[src/rtl/chacha_pkg.sv]
// Shared ChaCha constants and serializer state encoding, used by block core and serializer.
// Latency: n/a (declarations only).
// Backpressure: n/a.
package chacha_pkg;

    localparam int CHACHA_WORDS    = 16;
    localparam int BLOCK_BITS      = 512;
    localparam int BYTES_PER_BLOCK = 64;

    typedef enum logic {
        SER_IDLE   = 1'b0,
        SER_STREAM = 1'b1
    } ser_state_t;

endpackage

[src/rtl/chacha_keystream_serializer.sv]
// Streams one captured 512-bit ChaCha block as 64 bytes (optionally XORed with byte_in).
// Latency: byte 0 valid the cycle after block capture; one byte per cycle; ctr_inc the cycle after byte 63.
// Backpressure: byte_ready=0 holds idx/byte_out; blk_ready only in IDLE (registered, no comb path from inputs).
//
// Ports:
//   clk, rst_n                - clock, async active-low reset
//   blk_data/blk_valid/blk_ready - block capture handshake (little-endian: byte k = bits [8k+7:8k])
//   flush                     - synchronous abort, overrides both handshakes
//   xor_en, byte_in           - optional XOR of keystream with the paired data byte
//   byte_out/byte_valid/byte_ready/byte_last - byte stream toward the pin mux
//   ctr_inc                   - one-cycle pulse asking the core to advance its block counter
module chacha_keystream_serializer #(
    parameter int BYTES_PER_BLOCK = chacha_pkg::BYTES_PER_BLOCK,
    parameter int BLOCK_BITS      = chacha_pkg::BLOCK_BITS
) (
    input  logic                  clk,
    input  logic                  rst_n,
    input  logic [BLOCK_BITS-1:0] blk_data,
    input  logic                  blk_valid,
    output logic                  blk_ready,
    input  logic                  flush,
    input  logic                  xor_en,
    input  logic [7:0]            byte_in,
    output logic [7:0]            byte_out,
    output logic                  byte_valid,
    input  logic                  byte_ready,
    output logic                  byte_last,
    output logic                  ctr_inc
);

    import chacha_pkg::*;

    localparam int               IDX_W    = $clog2(BYTES_PER_BLOCK);
    localparam logic [IDX_W-1:0] LAST_IDX = IDX_W'(BYTES_PER_BLOCK - 1);

    ser_state_t              state_q, state_d;
    logic [IDX_W-1:0]        idx_q, idx_d;
    logic [BLOCK_BITS-1:0]   buf_q, buf_d;
    logic                    ctr_inc_q, ctr_inc_d;

    logic [7:0]              blk_bytes [BYTES_PER_BLOCK];
    logic [7:0]              ks_byte;

    // Outputs depend only on registered state, so downstream ready/valid
    // never loops combinationally back into our own ready/valid.
    assign blk_ready  = (state_q == SER_IDLE);
    assign byte_valid = (state_q == SER_STREAM);
    assign byte_last  = (state_q == SER_STREAM) && (idx_q == LAST_IDX);
    assign ctr_inc    = ctr_inc_q;

    // 64:1 byte select from the registered block.
    always_comb begin
        for (int k = 0; k < BYTES_PER_BLOCK; k++) begin
            blk_bytes[k] = buf_q[8*k +: 8];
        end
    end

    assign ks_byte  = blk_bytes[idx_q];
    assign byte_out = ks_byte ^ (byte_in & {8{xor_en}});

    always_comb begin
        state_d   = state_q;
        idx_d     = idx_q;
        buf_d     = buf_q;
        ctr_inc_d = 1'b0;

        case (state_q)
            SER_IDLE: begin
                if (blk_valid) begin
                    buf_d   = blk_data;
                    idx_d   = '0;
                    state_d = SER_STREAM;
                end
            end
            SER_STREAM: begin
                if (byte_ready) begin
                    if (idx_q == LAST_IDX) begin
                        // Block done: never wrap into a second pass of the same block.
                        idx_d     = '0;
                        state_d   = SER_IDLE;
                        ctr_inc_d = 1'b1;
                    end else begin
                        idx_d = idx_q + 1'b1;
                    end
                end
            end
            default: begin
                state_d = SER_IDLE;
                idx_d   = '0;
            end
        endcase

        // Flush discards everything decided above; the buffer is left as-is
        // since it is unreachable until the next capture overwrites it.
        if (flush) begin
            state_d   = SER_IDLE;
            idx_d     = '0;
            buf_d     = buf_q;
            ctr_inc_d = 1'b0;
        end
    end

    always_ff @(posedge clk or negedge rst_n) begin
        if (!rst_n) begin
            state_q   <= SER_IDLE;
            idx_q     <= '0;
            buf_q     <= '0;
            ctr_inc_q <= 1'b0;
        end else begin
            state_q   <= state_d;
            idx_q     <= idx_d;
            buf_q     <= buf_d;
            ctr_inc_q <= ctr_inc_d;
        end
    end

endmodule

[config.mk]
export PLATFORM = sky130hd
export DESIGN_NAME = chacha_keystream_serializer
export DESIGN_NICKNAME = d
export VERILOG_FILES = /design/src/rtl/chacha_pkg.sv /design/src/rtl/chacha_keystream_serializer.sv
export SDC_FILE = /design/constraint.sdc
export NUM_CORES = 1
export LEC_CHECK = 0
export BUFFER_PORTS_ARGS = -buffer_cell sky130_fd_sc_hd__buf_2
export CAP_MARGIN = 40
export CORE_ASPECT_RATIO = 1.5
export CORE_MARGIN = 1.5
export CORE_UTILIZATION = 39
export DETAILED_ROUTE_END_ITERATION = 6
export GPL_TIMING_DRIVEN = 0
export REMOVE_ABC_BUFFERS = 1
export SLEW_MARGIN = 20
export SYNTH_ARGS = -nofsm -noshare
export SYNTH_HDL_FRONTEND = slang
export SYNTH_SLANG_ARGS = --single-unit
[constraint.sdc]
create_clock -name clk -period 3.3 [get_ports clk]
set_input_delay 0.66 -clock clk [delete_from_list [all_inputs] [get_ports clk]]
set_output_delay 0.66 -clock clk [all_outputs]
set_load 0.01 [all_outputs]
==> summary.txt <==
Outcome
  • Status: finished with violations
  • Violations in the final reports: setup timing

Floorplan
  • Die Area: 63590 µm²
  • Core Area: 61250 µm²
  • Row count: 111
  • Initial Utilization: 39.52%
  • Die width: 206.4 µm
  • Io pins: 538
  • Die height: 308.1 µm

Synthesis
  • Area share of the largest cell type after synthesis: 53.77%
  • Cells after synthesis: 1561
  • Most common cell in the synthesized netlist: dfrtp_1
  • Syn. warnings: 0
  • Post-synth EDFFs: 0
  • Area contributors post-synth: dfrtp_1 (54%), mux2_2 (24%), mux4_2 (4.5%), mux4_1 (4.3%), mux2i_1 (4.3%)
  • Sequential fraction of the synthesis area: 53.77%
  • Ys flop type: dfrtp_1
  • Post-Syn Area: 24200 µm²
  • Unique cell type count in the Yosys netlist: 44
  • #FFs+latches synth: 520
  • Syn Area/Cell: 15.50 µm²
  • Area leader, netlist: dfrtp_1
  • Synth async-reset ratio: 100.0%
  • Commonest cells in the netlist: dfrtp_1 (520), mux2_2 (512), mux2i_1 (104), buf_2 (65), mux4_2 (48)

STA
  • Slew headroom: 39.94%
  • RSZ-0062 raised after global routing: true
  • Fmax: 259.4 MHz
  • Setup-failing EPs final: 8
  • Fin. Hold Viols: 0
  • Hold Slack: 0.2713 ns
  • Final min period: 3.856 ns
  • Period utilization: 116.8%
  • Tightest Pin Transition: 0.8991 ns
  • Fin. max-slew vios: 0
  • Clock skew: 0.02067 ns
  • Final setup margin: -0.5558 ns

Global routing
  • Met3 Use GR: 5.811%
  • Initial antenna violation count: 36
  • Largest net degree at the start of global routing: 101
  • Vias in the first global route: 17614
  • Met1 Use GR: 26.82%
  • Most Crowded Layer GR: met2
  • Total grt overflow: 0
  • Gr usage total: 22.88%
  • Global-route wire length before repair: 108200 µm
  • GR Util met2: 39.95%

Placed design
  • HPWL Detailed: 52930 µm
  • GPL Wtd Cong: 0.7804
  • Cell Area, Placed: 28100 µm²
  • IO Port Bufs: 537

Pwr
  • Worst vdd ir: 0.0004547 V
  • Power Density: 571.5 nW/µm²
  • Leakage: 13.32 nW

Critical path
  • Worst path cell trace: buf_16, buf_16, buf_16, mux4_2, mux2i_1, a22o_2, or4b_1, and4b_1, buf_6
  • Crit path max-delay cell type: dfrtp_4
  • CP delay by family, top: simple AND/OR/NAND/NOR gates
  • Req. time, crit path: 2.64 ns
  • Crit start category: register
  • Crit. End Element: output pin
  • R2r setup slk: 0.21 ns
  • Worst r2r src: byte_valid
  • CP startpoint: idx_q[0]
  • Critical Path AT: 3.20 ns
  • CP peak stage delay: 0.51 ns
  • Critical path buffer and inverter count: 4
  • Worst Path Max Fanout: 5
  • Most frequent CP cell: buf_16
  • Kind of critical path: reg -> out

Routing
  • Starting DRT DRC Count: 841
  • Drt wl/cell: 24.09 µm
  • DRT Wirelength: 73140 µm
  • DRC: 0
  • Vias per cell: 5.280
  • First-pass iteration count of the detailed router: 5
  • Antenna viol nets, final: 0
  • Vias: 16031

Flow run
  • Total of max-cap violations: 0

Clock network
  • Reg clk slew, reported paths: 0.06 ns
  • CTS Sinks: 520
  • Worst-case clock buffer depth: 3
  • Worst-Skew Late Latency: 0.61 ns
  • H-tree levels: 2
  • CTS tree: yes
  • CTS root buf: clkbuf_16
  • Cts bufs inserted: 52

Layout
  • Design Area, Final: 31070 µm²
  • Syn-to-layout area delta: 28.39%
  • Nets: 2704
  • Layout cells sized above 1: 62.24%

Min path
  • HP Start: blk_data[179]
  • Hold crit path type: in -> reg
[stage by stage]
step	util [%]	std cells	total power (W)	TNS [ns]	worst slack, ns
floorplan	-	1444	0.01068	-	-38.01
global placement	44.29	2772	0.01140	-	-53.27
detailed placement	45.88	2849	0.01124	-38.18	-0.7966
CTS	50.21	2988	0.01794	-4.722	-0.6218
global route	50.72	3033	0.01859	-4.667	-0.6375
finish	50.73	3036	0.01776	-3.730	-0.5558
[metal layers]
layer  wire length [µm]  share of wire [%]  vias up
met3               4895                6.7      133
met4               2222                3.0       16
met1              28130                 38     8216
met5                108               0.15        -
li1                   -                  -     7203
met2              37780                 52      463
[repair_timing]
| item | CTS | global route |
|---|---|---|
| hold endpoints to repair | 6 | 0 |
| buffers inserted | 33 | 20 |
| gates resized for setup | 36 | 28 |
| hold buffers | 1 | 0 |
| gates cloned | 9 | 3 |
| pin swaps | 16 | 21 |
| endpoints found under the setup margin | 49 | 9 |
[cells by family after synthesis]
kind of cell | synth area share [%]
compound gates | 3.402
flops | 53.77
simple gates | 2.709
mux | 36.93
buf+inv | 3.138
fa+ha+maj | 0.05169
[cells in the final DEF, fill, tap and decap left out, types with 7 or more instances in the layout]
cell type,Yosys,routed
a21oi_1,20,20
a221o_1,8,8
a22o_1,9,7
a22oi_1,39,32
a22oi_2,0,7
buf_12,7,10
buf_16,0,20
buf_2,65,530
buf_4,3,86
buf_6,10,22
bufinv_16,0,8
clkbuf_16,0,57
clkbuf_8,0,13
clkinv_2,0,13
dfrtp_1,520,516
diode_2,0,26
mux2_2,512,512
mux2i_1,104,100
mux4_1,40,34
mux4_2,48,54
nand2_1,25,25
nand3_1,9,7
nor2_1,18,16
[cell type report]
type	instances	area, µm²
clock inverter	24	337.8
tap	791	989.7
sequential	520	13030
clock buffer	72	1549
fill	5337	30180
multi-input combinational	923	10580
antenna	26	65.06
timing repair buffer	679	4522
inverter	1	3.754
[power by group]
group / internal, W / switching (W) / total [W]
registers: 0.00759 / 0.000604 / 0.00819
clock network: 0.00390 / 0.00263 / 0.00653
logic: 0.00192 / 0.00113 / 0.00304
total: 0.0134 / 0.00436 / 0.0178
[registers in the layout (all words and copies together), names as in the netlist]
name,cells
ctr_inc,1
buf_q,512
byte_valid,1
idx_q,6
[final timing paths]
check / endpoint / depth (start not counted)
hold / removal: buf_q[179] / 2
setup reg to reg: buf_q[396] / 11
max in group asynchronous: buf_q[170] / 5
setup / recovery: byte_out[4] / 9
hold reg to reg: buf_q[404] / 1
min in group asynchronous: buf_q[501] / 2
No activity file was read; power rests on OpenSTA's default activity.
